--- config.mk ---
export PLATFORM = sky130hd
export DESIGN_NAME = vga_scene_sequencer
export DESIGN_NICKNAME = d
export VERILOG_FILES = /design/src/rtl/vga_ctrl_pkg.sv /design/src/rtl/vga_scene_sequencer_btn_debounce.sv /design/src/rtl/vga_scene_sequencer.sv
export SDC_FILE = /design/constraint.sdc
export NUM_CORES = 1
export LEC_CHECK = 0
export BUFFER_PORTS_ARGS = -buffer_cell sky130_fd_sc_hd__buf_4
export CELL_PAD_IN_SITES_DETAIL_PLACEMENT = 1
export CELL_PAD_IN_SITES_GLOBAL_PLACEMENT = 2
export CORE_MARGIN = 2
export CORE_UTILIZATION = 35
export CTS_CLUSTER_DIAMETER = 60
export DETAILED_ROUTE_END_ITERATION = 7
export HOLD_SLACK_MARGIN = 0.1
export PLACE_DENSITY = 0.86
export SKIP_LAST_GASP = 1
export SYNTH_ARGS = -nofsm -noshare
export SYNTH_HDL_FRONTEND = slang
export SYNTH_HIERARCHICAL = 1
export SYNTH_SLANG_ARGS = --single-unit
--- constraint.sdc ---
create_clock -name clk -period 2.86 [get_ports clk]
set_input_delay 0.143 -clock clk [delete_from_list [all_inputs] [get_ports clk]]
set_output_delay 0.143 -clock clk [all_outputs]
set_load 0.02 [all_outputs]
--- src/rtl/vga_ctrl_pkg.sv ---
// Shared types and constants for the VGA control/drawing blocks.
// Holds the scene sequencer state type, the scene index width helper and 640x480 timing.
package vga_ctrl_pkg;

    typedef enum logic [0:0] {
        S_RUN  = 1'b0,
        S_HOLD = 1'b1
    } seq_state_t;

    // Width of a scene index; never narrower than one bit.
    function automatic int scene_w(input int num_scenes);
        return (num_scenes <= 2) ? 1 : $clog2(num_scenes);
    endfunction

    localparam int H_VISIBLE = 640;
    localparam int H_FRONT   = 16;
    localparam int H_SYNC    = 96;
    localparam int H_BACK    = 48;
    localparam int H_TOTAL   = H_VISIBLE + H_FRONT + H_SYNC + H_BACK;
    localparam int V_VISIBLE = 480;
    localparam int V_FRONT   = 10;
    localparam int V_SYNC    = 2;
    localparam int V_BACK    = 33;
    localparam int V_TOTAL   = V_VISIBLE + V_FRONT + V_SYNC + V_BACK;

endpackage

--- src/rtl/vga_scene_sequencer_btn_debounce.sv ---
// Push-button conditioner: 2-FF synchroniser, stability counter and registered rising-edge pulse.
// Reusable for any board button; latency from a raw edge is 2 + DEBOUNCE_CYCLES cycles.
module btn_debounce
    import vga_ctrl_pkg::*;
#(
    parameter int DEBOUNCE_CYCLES = 1_000_000
) (
    input  logic clk,
    input  logic rst,
    input  logic raw,
    output logic level,
    output logic rise_pulse
);

    localparam int CNT_W = (DEBOUNCE_CYCLES <= 2) ? 1 : $clog2(DEBOUNCE_CYCLES);
    localparam logic [CNT_W-1:0] CNT_LAST = CNT_W'(DEBOUNCE_CYCLES - 1);

    logic [1:0]       sync_reg;
    logic             level_reg;
    logic             rise_reg;
    logic [CNT_W-1:0] cnt_reg;

    always_ff @(posedge clk) begin
        if (rst) begin
            sync_reg  <= '0;
            level_reg <= 1'b0;
            rise_reg  <= 1'b0;
            cnt_reg   <= '0;
        end else begin
            sync_reg <= {sync_reg[0], raw};
            rise_reg <= 1'b0;
            // Any sample agreeing with the accepted level restarts the stability count.
            if (sync_reg[1] == level_reg) begin
                cnt_reg <= '0;
            end else if (cnt_reg == CNT_LAST) begin
                level_reg <= sync_reg[1];
                rise_reg  <= sync_reg[1];
                cnt_reg   <= '0;
            end else begin
                cnt_reg <= cnt_reg + 1'b1;
            end
        end
    end

    assign level      = level_reg;
    assign rise_pulse = rise_reg;

endmodule

--- src/rtl/vga_scene_sequencer.sv ---
// Frame-synchronous scene selector: button presses and timed auto-advance are committed
// only on frame_start, and every scene is held for at least one full frame after a commit.
module vga_scene_sequencer
    import vga_ctrl_pkg::*;
#(
    parameter int NUM_SCENES      = 4,
    parameter int DEBOUNCE_CYCLES = 1_000_000,
    parameter int AUTO_FRAMES     = 120,
    parameter int ANIM_W          = 8
) (
    input  logic                             clk,
    input  logic                             rst,
    input  logic                             btn_raw,
    input  logic                             auto_en,
    input  logic                             frame_start,
    output logic [scene_w(NUM_SCENES)-1:0]   scene_id,
    output logic [ANIM_W-1:0]                anim_frame,
    output logic                             scene_change,
    output logic                             btn_press
);

    localparam int SCENE_W = scene_w(NUM_SCENES);
    localparam logic [SCENE_W-1:0] SCENE_LAST = SCENE_W'(NUM_SCENES - 1);
    localparam logic [ANIM_W-1:0]  AUTO_LAST  = ANIM_W'(AUTO_FRAMES - 1);
    localparam logic [0:0]         ST_RUN     = S_RUN;
    localparam logic [0:0]         ST_HOLD    = S_HOLD;

    logic               press;
    logic               unused_btn_level;
    logic [0:0]         state_reg;
    logic               pending_reg;
    logic [SCENE_W-1:0] scene_reg;
    logic [ANIM_W-1:0]  anim_reg;
    logic               change_reg;
    logic               commit;

    btn_debounce #(
        .DEBOUNCE_CYCLES(DEBOUNCE_CYCLES)
    ) u_btn (
        .clk        (clk),
        .rst        (rst),
        .raw        (btn_raw),
        .level      (unused_btn_level),
        .rise_pulse (press)
    );

    // Auto and pending share one condition, so both at once still advance only once.
    always_comb begin
        commit = 1'b0;
        if (frame_start && (state_reg == ST_RUN)) begin
            commit = pending_reg || (auto_en && (anim_reg == AUTO_LAST));
        end
    end

    always_ff @(posedge clk) begin
        if (rst) begin
            state_reg   <= ST_RUN;
            pending_reg <= 1'b0;
            scene_reg   <= '0;
            anim_reg    <= '0;
            change_reg  <= 1'b0;
        end else begin
            change_reg <= commit;
            // A press landing on a commit edge survives and advances at the next frame.
            if (press) begin
                pending_reg <= 1'b1;
            end else if (commit) begin
                pending_reg <= 1'b0;
            end
            if (frame_start) begin
                if (commit) begin
                    scene_reg <= (scene_reg == SCENE_LAST) ? '0 : scene_reg + 1'b1;
                    anim_reg  <= '0;
                    state_reg <= ST_HOLD;
                end else begin
                    anim_reg  <= anim_reg + 1'b1;
                    state_reg <= ST_RUN;
                end
            end
        end
    end

    assign scene_id     = scene_reg;
    assign anim_frame   = anim_reg;
    assign scene_change = change_reg;
    assign btn_press    = press;

endmodule

==> run metrics, run 1 <==
layout cells sized above 1 between 15 and 20%; total routed wirelength roughly 3500 µm; Slew HR a little over two thirds; Pre-antenna DRT Iters 4; Hold Path Class in -> reg; Top-Level Pins 17; crit path max-delay cell type or4_1; Seq/Total Area, Yosys roughly 43%; Max Fclk about 0.48 GHz; largest net degree at the start of global routing 21; die height 73.9 µm; GPL Wtd Cong 0.770; Reg power frac 50.8%; Placement Setup Slack roughly 0.76 ns; TNS Setup 0 ns; initial core utilization around 36%; worst-path fanout max 7; net count reported at finish 222; unrepaired setup endpoints after global routing false; Power Density slightly above 500 nW/µm²; minimum setup slack among reg-to-reg paths ~0.76 ns; max-slew violations 0; commonest non-fill, non-tap cell in the layout dfxtp_1; post-detailed-route DRC marker count 0; internal power approximately 0.0008 W; clock skew 0.00659 ns; Pleak between 0.6 and 0.7 nW; worst r2r src u_btn/cnt_reg[0]; design area roughly 2000 µm²; Post-Synthesis Cells slightly below 200; first-pass GRT wire length roughly 6000 µm; most frequent cells in the layout dfxtp_1, nor2_1, buf_4; row cnt 25; yosys warns 6; post-synth net total 203; startpoint class of the critical path flop; Final WS setup between 0.7 and 0.8 ns; die width 73.9 µm; Fin. Hold Viols 0; WHS Path Cells 2; Post-DRT Antenna Nets 0; run status complete, no violations; WL per Instance around 12 µm; R2R cell count 5; clock share of power between 40% and 50%; # port buffers 16; Async SR Flop Fraction 0%; Avg Inst Size Synth between 8 and 9 µm²; number of flops mapped to enable cells by yosys 0; die area between 5000 and 6000 µm²; Initial DRC Count 46; area taken by multi-input logic gates roughly 900 µm²; Worst Path Arrival about 2.3 ns; Synth Flop Type dfxtp_1; Final period util roughly 73%; Area Growth Syn to Fin 18.1%; cts repair resizes 0; CTS Buf Count 5; WS Path Type reg -> reg; MaxCap Viol Count 0; final setup fails 0; Clk Tree Root Cell clkbuf_8; Worst Hold Launch rst; max reg flops 20; Worst setup EP type flop; Hold-fix buffers, CTS 1; Critical Path Max Stage Delay roughly 0.7 ns; GRT overflow 0; Final Critical Period around 2.1 ns; FILL cells 570; Sw Pwr between 0.0002 and 0.00025 W; initial antenna violation count 0; Sequential cell area roughly 740 µm²; post-place instance area around 1900 µm²; Min-Delay Endpoint u_btn/level; FF-to-FF End u_btn/cnt_reg[18]; Comb pwr share under 10%; worst skew pair latency ~0.29 ns; CP required around 3.1 ns; H-tree depth 2; vias per inst approximately 5.0; setup bufs post-CTS 0; CTS Sinks 37; VDD IR-drop max about 270 µV; Clock Path Buffers 2; number of diodes 0; Synth Register Bits 37; gr usage total 14.2%; Net Sw Frac about a fifth; vias in the first global route around 1300; clk slew on worst S/H paths 0.07 ns; Core Box Area approximately 4700 µm²; Netlist Area Pre-Place around 1700 µm²; half-perimeter wire length after detailed placement 2480 µm; Via Count approximately 1400; Worst-Margin Slew ~0.44 ns; CTS tree done; post-synth cell types slightly above 40; Crit. Startpoint u_btn/cnt_reg[0]; CP cell instances ha_1 -> nand2_1 -> or4_1 -> or4_4 -> a21oi_2
## worst max-delay path, delay by kind of cell (launching register included)
family	cells	cell delay, ns
AOI/OAI and AO/OA	1	0.14
adders and majority gates	1	0.22
and+or+nand+nor	3	1.31
DFF	1	0.36
## stage by stage
| step | util [%] | power, W | std cells | hold WS, ns |
|---|---|---|---|---|
| floorplan | - | 0.000559 | 195 | 0.212 |
| global placement | 40.1 | 0.000574 | 273 | 0.356 |
| detailed placement | 40.1 | 0.000575 | 273 | 0.369 |
| CTS | 42.8 | 0.00105 | 282 | 0.157 |
| global route | 42.8 | 0.00107 | 282 | 0.165 |
| finish | 42.8 | 0.00103 | 282 | 0.156 |
## final cells by class
cell class                 instances  area share (%)
clock inverter                     1            1.49
timing repair buffer              18            6.81
sequential                        37            36.7
inverter                           5           0.929
multi-input combinational        147            45.7
clock buffer                       7            4.27
tap                               67            4.15
## synthesized netlist by cell type, types with 3 or more instances
cell | instances | area (µm²)
or4_1 | 5 | 37.5
nor2b_1 | 4 | 25.0
nor3_1 | 4 | 20.0
a21oi_1 | 13 | 65.1
xnor2_1 | 10 | 87.6
xor2_1 | 7 | 61.3
nor2_1 | 30 | 113
dfxtp_1 | 37 | 741
nand3_1 | 10 | 50.1
o21ai_0 | 8 | 40.0
or3_1 | 6 | 37.5
inv_1 | 5 | 18.8
o22ai_1 | 3 | 18.8
nand2_1 | 12 | 45.0
buf_2 | 4 | 20.0
ha_1 | 3 | 37.5
## power groups by stage
stage	logic (W)	clock network [W]	registers, W
final	0.0000393	0.000469	0.000523
after global placement	0.0000381	0	0.000535
after floorplan	0.0000207	0	0.000538
after detailed placement	0.0000390	0	0.000536
after CTS	0.0000403	0.000484	0.000523
after global routing	0.0000439	0.000503	0.000524
## routing by layer
metal | share of wire, % | wire, µm | global-route usage, %
met3 | 3.4 | 121 | 3.02
met5 | 0 | 0 | 0
met2 | 47 | 1660 | 23.2
met4 | 2.0 | 71 | 7.07
met1 | 47 | 1660 | 17.5
## kinds of logic (layout without fill, tap and decap cells)
kind of cell	Yosys count	in the layout	synth area share, %
and+or+nand+nor	95	95	31.9
muxes	1	1	0.658
xor gates and xnor gates	17	17	8.71
AOI/OAI and AO/OA	31	31	10.5
DFF	37	37	43.3
buffers and inverters	11	31	2.71
adders and majority gates	3	3	2.19
## how the worst max path moves through the flow
stage | slack (ns) | depth (start not counted) | endpoint
global route | 0.63 | 5 | u_btn/cnt_reg[18]
CTS | 0.74 | 5 | u_btn/cnt_reg[18]
floorplan | 0.94 | 6 | u_btn/cnt_reg[18]
finish | 0.76 | 5 | u_btn/cnt_reg[18]
detailed placement | 0.76 | 5 | u_btn/cnt_reg[18]
global placement | 0.82 | 5 | u_btn/cnt_reg[18]
(Power assumes the default switching activity.)
==> run 2, diff against run 1 <==
--- a/config.mk
+++ b/config.mk
@@ -5,15 +5,16 @@
 export SDC_FILE = /design/constraint.sdc
 export NUM_CORES = 1
 export LEC_CHECK = 0
+export ABC_AREA = 1
 export BUFFER_PORTS_ARGS = -buffer_cell sky130_fd_sc_hd__buf_4
 export CELL_PAD_IN_SITES_DETAIL_PLACEMENT = 1
 export CELL_PAD_IN_SITES_GLOBAL_PLACEMENT = 2
 export CORE_MARGIN = 2
-export CORE_UTILIZATION = 35
+export CORE_UTILIZATION = 30
 export CTS_CLUSTER_DIAMETER = 60
 export DETAILED_ROUTE_END_ITERATION = 7
 export HOLD_SLACK_MARGIN = 0.1
-export PLACE_DENSITY = 0.86
+export PLACE_DENSITY = 0.83
 export SKIP_LAST_GASP = 1
 export SYNTH_ARGS = -nofsm -noshare
 export SYNTH_HDL_FRONTEND = slang
==> constraint.sdc (replaced) <==
create_clock -name clk -period 1.7 [get_ports clk]
set_input_delay 0.085 -clock clk [delete_from_list [all_inputs] [get_ports clk]]
set_output_delay 0.085 -clock clk [all_outputs]
set_load 0.02 [all_outputs]
==> run metrics, run 2 <==
run status complete, no violations; gr usage total 13.8% (-0.36 points); WL per Instance 12.5 µm (+0.36%); Pleak 0.781 nW (+14%); initial core utilization 30.5% (-5.7 points); clk slew on worst S/H paths 0.08 ns (about the same); most frequent cells in the layout nand2_1, nor2_1, dfxtp_1; die height 83.6 µm (+13%); top-count cell post-synth nand2_1; # port buffers 16 (unchanged); Area Growth Syn to Fin 17.1%; Seq/Total Area, Yosys 38.9% (-4.4 points); Core Box Area 6240 µm² (+32%); commonest non-fill, non-tap cell in the layout nand2_1; Slew HR 76.0% (+5.3 points); cts repair resizes 0 (unchanged); final core utilization 35.7% (-7.1 points); MaxCap Viol Count 0 (unchanged); Worst setup EP type flop; Worst-Margin Slew 0.359 ns (-0.0803 ns); Fin. Hold Viols 0 (unchanged); Comb pwr share 4.7% (+0.9 points); Sw Pwr 0.000387 W (+83%); hold slack 0.176 ns (+0.0203 ns); Power Density 727 nW/µm² (+42%); CP cell instances ha_1 -> nand3_2 -> nor2_2 -> nand3_2 -> nand2_4 -> nor2_1; Net Sw Frac 23.9% (+3.4 points); post-synth net total 269 (+33%); Reg power frac 54.3% (+3.5 points); clock share of power 41.1% (-4.3 points); vias in the first global route 1675 (+27%); unrepaired setup endpoints after global routing false; Worst Path Arrival 1.67 ns (-0.65 ns); Clk Tree Root Cell clkbuf_8; CTS tree done; minimum setup slack among reg-to-reg paths 0.20 ns (-0.56 ns); max reg flops 20 (unchanged); TNS Setup 0 ns (unchanged); Async SR Flop Fraction 0% (unchanged); FILL cells 810 (+42%); Top-Level Pins 17 (unchanged); worst-path fanout max 19 (+12); largest net degree at the start of global routing 20 (-4.8%); Netlist Area Pre-Place 1900 µm² (+11%); Max Fclk 0.667 GHz (+40%); first-pass GRT wire length 7820 µm (+30%); Final period util 88.2% (+15 points); GRT overflow 0 (unchanged); Clock Path Buffers 2 (unchanged); GPL Wtd Cong 0.752 (-2.3%); most used cell, CP nand3_2; row cnt 29 (+16%); die area 7000 µm² (+28%); largest area contributor in the netlist dfxtp_1; final setup fails 0 (unchanged); WS Path Type reg -> reg; post-place instance area 2100 µm² (+11%); clock skew 0.0101 ns (+0.00348 ns); post-detailed-route DRC marker count 0 (unchanged); VDD IR-drop max 316 µV (+15%); number of flops mapped to enable cells by yosys 0 (unchanged); max-slew violations 0 (unchanged); Post-Synthesis Cells 261 (+34%); H-tree depth 2 (unchanged); Initial DRC Count 65 (+41%); Yosys top cell area share 38.9% (-4.4 points); internal power 0.00123 W (+50%); top cells by area, synth dfxtp_1, nand2_1, nor2_1, inv_1, nor2_2; CP required 1.87 ns (-1.21 ns); layout cells sized above 1 20.6% (+4.3 points); Pre-antenna DRT Iters 4 (unchanged); Via Count 1688 (+20%); Synth Flop Type dfxtp_1; net count reported at finish 294 (+32%); initial antenna violation count 0 (unchanged); Worst path top cell family by delay simple AND/OR/NAND/NOR gates; Critical path buffers and inverters 0 (unchanged); CTS Buf Count 5 (unchanged); total routed wirelength 4550 µm (+30%); CTS Sinks 37 (unchanged); Avg Inst Size Synth 7.29 µm² (-17%); post-synth cell types 27 (-34%); Hold Path Class in -> reg; die width 83.6 µm (+13%); Final WS setup 0.201 ns (-0.561 ns); Final Critical Period 1.50 ns (-0.599 ns); vias per inst 4.64 (-7.2%); Synth Register Bits 37 (unchanged); Placement Setup Slack 0.206 ns (-0.556 ns); Critical Path Max Stage Delay 0.39 ns (-0.29 ns); yosys warns 6 (unchanged); half-perimeter wire length after detailed placement 3420 µm (+38%); most common library cells after synthesis nand2_1, nor2_1, dfxtp_1; startpoint class of the critical path flop; worst skew pair latency 0.29 ns (about the same); Post-DRT Antenna Nets 0 (unchanged); design area 2230 µm² (+10%); crit path max-delay cell type dfxtp_1; number of diodes 0 (unchanged)
run 2: cell types whose count changed after synthesis, moves of 4 or more:
cell     previous run  this run
o21ai_0             8         4
inv_1               5        27
nand3_1            10        15
nor2_1             30        45
a21oi_1            13         9
nand2_1            12        56
nor2_2              0        16
xnor2_1            10         2
nor2b_1             4         0
or4_1               5         0
or3_1               6         0
nand4_1             2        11
run 2: cell families after synthesis:
logic type                 after synthesis  synth area share (%)
and+or+nand+nor                        161                  41.7
adders and majority gates                3                  1.97
buffers and inverters                   31                  7.03
xor gates and xnor gates                 9                  4.14
AOI/OAI and AO/OA                       20                  6.25
DFF                                     37                  38.9
run 2: area by class of cell:
class	count	area, µm²	area share [%]
clock buffers	6	82.6	3.71
clock inverters	2	13.8	0.618
inverters	29	109	4.88
multi-input cells	193	1030	46.2
flip-flops and latches	37	741	33.2
well taps	77	96.3	4.32
repair buffers	20	158	7.07
run 2: timing repair:
action,CTS,global route
hold buffers,3,0
setup buffers,0,0
hold endpoints to repair,6,0
run 2: metrics by stage:
step / instances / total power, W
floorplan: 261 / 0.000944
global placement: 353 / 0.000970
detailed placement: 353 / 0.000970
CTS: 364 / 0.00165
global route: 364 / 0.00170
finish: 364 / 0.00162
run 2: tightest hold or removal path: stages:
cell	delay [ns]
buf_4	0.14
nor2_1	0.09
nand2_1	0.07
nand2_1	0.05
run 2: metal layers:
metal | part of all wire [%] | global-route usage [%] | routed length [µm]
met4 | 0.64 | 3.52 | 29
met5 | 0 | 0 | 0
met3 | 2.2 | 3.07 | 98
met2 | 48 | 23.4 | 2180
met1 | 49 | 17.7 | 2250
run 2: path summary, 6_finish.rpt:
kind,depth (start not counted),end,start
hold / removal,4,anim_frame[1],frame_start
setup / recovery,6,u_btn/cnt_reg[12],u_btn/cnt_reg[0]
hold reg to reg,2,u_btn/sync_reg[1],u_btn/sync_reg[0]
setup reg to reg,6,u_btn/cnt_reg[12],u_btn/cnt_reg[0]
run 2: power groups by stage:
stage | sequential (W) | combinational (W) | clock [W]
6_report | 0.000878 | 0.0000760 | 0.000665
5_1_grt | 0.000879 | 0.0000835 | 0.000734
4_1_cts | 0.000878 | 0.0000767 | 0.000696
3_5_place_dp | 0.000899 | 0.0000713 | 0
3_3_place_gp | 0.000899 | 0.0000707 | 0
2_1_floorplan | 0.000904 | 0.0000398 | 0
==> run 3, diff against run 2 <==
--- a/config.mk
+++ b/config.mk
@@ -10,7 +10,7 @@
 export CELL_PAD_IN_SITES_DETAIL_PLACEMENT = 1
 export CELL_PAD_IN_SITES_GLOBAL_PLACEMENT = 2
 export CORE_MARGIN = 2
-export CORE_UTILIZATION = 30
+export CORE_UTILIZATION = 29
 export CTS_CLUSTER_DIAMETER = 60
 export DETAILED_ROUTE_END_ITERATION = 7
 export HOLD_SLACK_MARGIN = 0.1
@@ -18,5 +18,4 @@
 export SKIP_LAST_GASP = 1
 export SYNTH_ARGS = -nofsm -noshare
 export SYNTH_HDL_FRONTEND = slang
-export SYNTH_HIERARCHICAL = 1
 export SYNTH_SLANG_ARGS = --single-unit
==> run metrics, run 3 <==
Seq/Total Area, Yosys 42.2% (+3.3 points); MaxCap Viol Count 0 (unchanged); TNS Setup 0 ns (unchanged); number of flops mapped to enable cells by yosys 0 (unchanged); CP cell instances ha_1 -> nand3_2 -> nor3_2 -> nand3_1 -> nand2_2 -> buf_12 -> nor2_1; Pleak 0.790 nW (+1.2%); Worst Path Arrival 1.66 ns (about the same); Final WS setup 0.233 ns (+0.0321 ns); Net Sw Frac 20.1% (-3.8 points); # port buffers 16 (unchanged); Clock Path Buffers 2 (unchanged); Hold Path Class in -> reg; Async SR Flop Fraction 0% (unchanged); Worst setup EP type flop; Fin. Hold Viols 0 (unchanged); Yosys top cell area share 42.2% (+3.3 points); Via Count 1564 (-7.3%); largest net degree at the start of global routing 21 (+5.0%); CTS tree done; Avg Inst Size Synth 6.91 µm² (-5.3%); yosys warns 0 (-6); Synth Register Bits 37 (unchanged); WS Path Type reg -> reg; clock share of power 49.6% (+8.5 points); startpoint class of the critical path flop; Max Fclk 0.682 GHz (+2.2%); largest area contributor in the netlist dfxtp_1; max-slew violations 0 (unchanged); Post-Synthesis Cells 254 (-2.7%); post-synth net total 262 (-2.6%); die width 81.8 µm (-2.2%); WHS Path Cells 7 (+3); net count reported at finish 288 (-2.0%); WL per Instance 11.4 µm (-8.7%); total routed wirelength 4060 µm (-11%); Netlist Area Pre-Place 1750 µm² (-7.8%); most frequent cells in the layout nand2_1, nor2_1, dfxtp_1; first-pass GRT wire length 6990 µm (-11%); worst-path fanout max 20 (+1); Placement Setup Slack 0.230 ns (+0.0247 ns); Critical path buffers and inverters 1 (+1); initial core utilization 29.8% (-0.69 points); initial antenna violation count 0 (unchanged); clock skew 0.00304 ns (-0.00703 ns); met3 Usage GRT 3.41% (+0.34 points); Core Box Area 5890 µm² (-5.7%); Top-Level Pins 17 (unchanged); final setup fails 0 (unchanged); area taken by multi-input logic gates 881 µm² (-14%); gr usage total 13.8% (about the same); layout cells sized above 1 14.6% (-6.0 points); final core utilization 36.5% (+0.75 points); CTS Buf Count 5 (unchanged); Synth Flop Type dfxtp_1; cts repair resizes 0 (unchanged); run status complete, no violations; post-synth cell types 23 (-15%); CP required 1.89 ns (+0.02 ns); Initial DRC Count 27 (-58%); Hold-fix buffers, CTS 4 (+1); die height 81.8 µm (-2.2%); Slew HR 83.9% (+7.9 points); met2 Use GR 23.2% (-0.25 points); number of diodes 0 (unchanged); worst skew pair latency 0.29 ns (about the same); row cnt 28 (-3.4%); die area 6690 µm² (-4.4%); post-detailed-route DRC marker count 0 (unchanged); max reg flops 20 (unchanged); setup bufs post-CTS 0 (unchanged); top cells by area, synth dfxtp_1, nand2_1, nor2_1, inv_1, xor2_1; Critical Path Max Stage Delay 0.35 ns (-0.04 ns); CTS Sinks 37 (unchanged); Sequential cell area 741 µm² (unchanged); clk slew on worst S/H paths 0.08 ns (about the same); Power Density 870 nW/µm² (+20%); Final Critical Period 1.47 ns (-0.0321 ns); Comb pwr share 3.3% (-1.4 points); Reg power frac 47.0% (-7.3 points); Worst-Margin Slew 0.240 ns (-0.119 ns); VDD IR-drop max 317 µV (+0.40%); top-count cell post-synth nand2_1; vias per inst 4.39 (-5.3%); commonest non-fill, non-tap cell in the layout nand2_1; GPL Wtd Cong 0.709 (-5.7%); most common library cells after synthesis nand2_1, nor2_1, dfxtp_1; Pre-antenna DRT Iters 4 (unchanged); FILL cells 762 (-5.9%); unrepaired setup endpoints after global routing false; crit path max-delay cell type dfxtp_1; Global Route met1 Usage 16.7% (-1.0 points); half-perimeter wire length after detailed placement 3110 µm (-9.1%); internal power 0.00149 W (+21%); Final period util 86.3% (-1.9 points); Post-DRT Antenna Nets 0 (unchanged); Area Growth Syn to Fin 22.3%; Crit path depth 7 (+1); vias in the first global route 1549 (-7.5%); GRT overflow 0 (unchanged); Sw Pwr 0.000375 W (-3.0%); Worst path top cell family by delay simple AND/OR/NAND/NOR gates; Clk Tree Root Cell clkbuf_8; H-tree depth 2 (unchanged); busiest grt layer met2; R2R cell count 7 (+1)
run 3: final cells by class:
cell class	count	share of cell area, %
inverter	28	4.90
clock inverter	3	3.21
timing repair buffer	22	8.75
multi-input combinational	186	41.0
sequential	37	34.5
clock buffer	5	3.21
tap	75	4.37
run 3: kinds of logic after synthesis:
logic type / after synthesis / synth area share, %
AND/OR/NAND/NOR: 154 / 37.1
flip-flops: 37 / 42.2
buffers and inverters: 31 / 7.56
AO/OA/AOI/OAI: 17 / 4.99
XOR/XNOR: 12 / 5.99
adder cells (fa/ha/maj): 3 / 2.14
run 3: stage by stage:
step | total power, W | cells | area (µm²) | hold WS (ns)
after floorplan | 0.000931 | 254 | 1750 | 0.192
after global placement | 0.000954 | 344 | 1970 | 0.287
after detailed placement | 0.000955 | 344 | 1970 | 0.293
after CTS | 0.00191 | 356 | 2150 | 0.374
after global routing | 0.00196 | 356 | 2150 | 0.432
final | 0.00187 | 356 | 2150 | 0.379
run 3: final timing paths:
kind                     startpoint  slack (ns)                 to
setup / recovery   u_btn.cnt_reg[1]        0.23  u_btn.cnt_reg[13]
hold / removal              auto_en        0.38          state_reg
setup reg to reg   u_btn.cnt_reg[1]        0.23  u_btn.cnt_reg[13]
hold reg to reg   u_btn.sync_reg[0]        0.41  u_btn.sync_reg[1]
run 3: tightest hold or removal path, delay by kind of cell:
family | cells | cell delay, ns
and+or+nand+nor | 5 | 0.35
buffers and inverters | 1 | 0.11
AOI/OAI and AO/OA | 1 | 0.08
run 3: routing by layer:
layer / vias up / wire (µm)
met5: - / 0
met4: 0 / 70
met1: 714 / 1930
li1: 832 / -
met2: 12 / 1980
met3: 6 / 82
run 3: power by group through the flow:
stage / logic (W) / clock network (W) / registers, W
after global placement: 0.0000544 / 0 / 0.000899
after global routing: 0.0000693 / 0.00101 / 0.000880
after floorplan: 0.0000278 / 0 / 0.000903
final: 0.0000621 / 0.000927 / 0.000879
after CTS: 0.0000632 / 0.000965 / 0.000879
after detailed placement: 0.0000557 / 0 / 0.000899
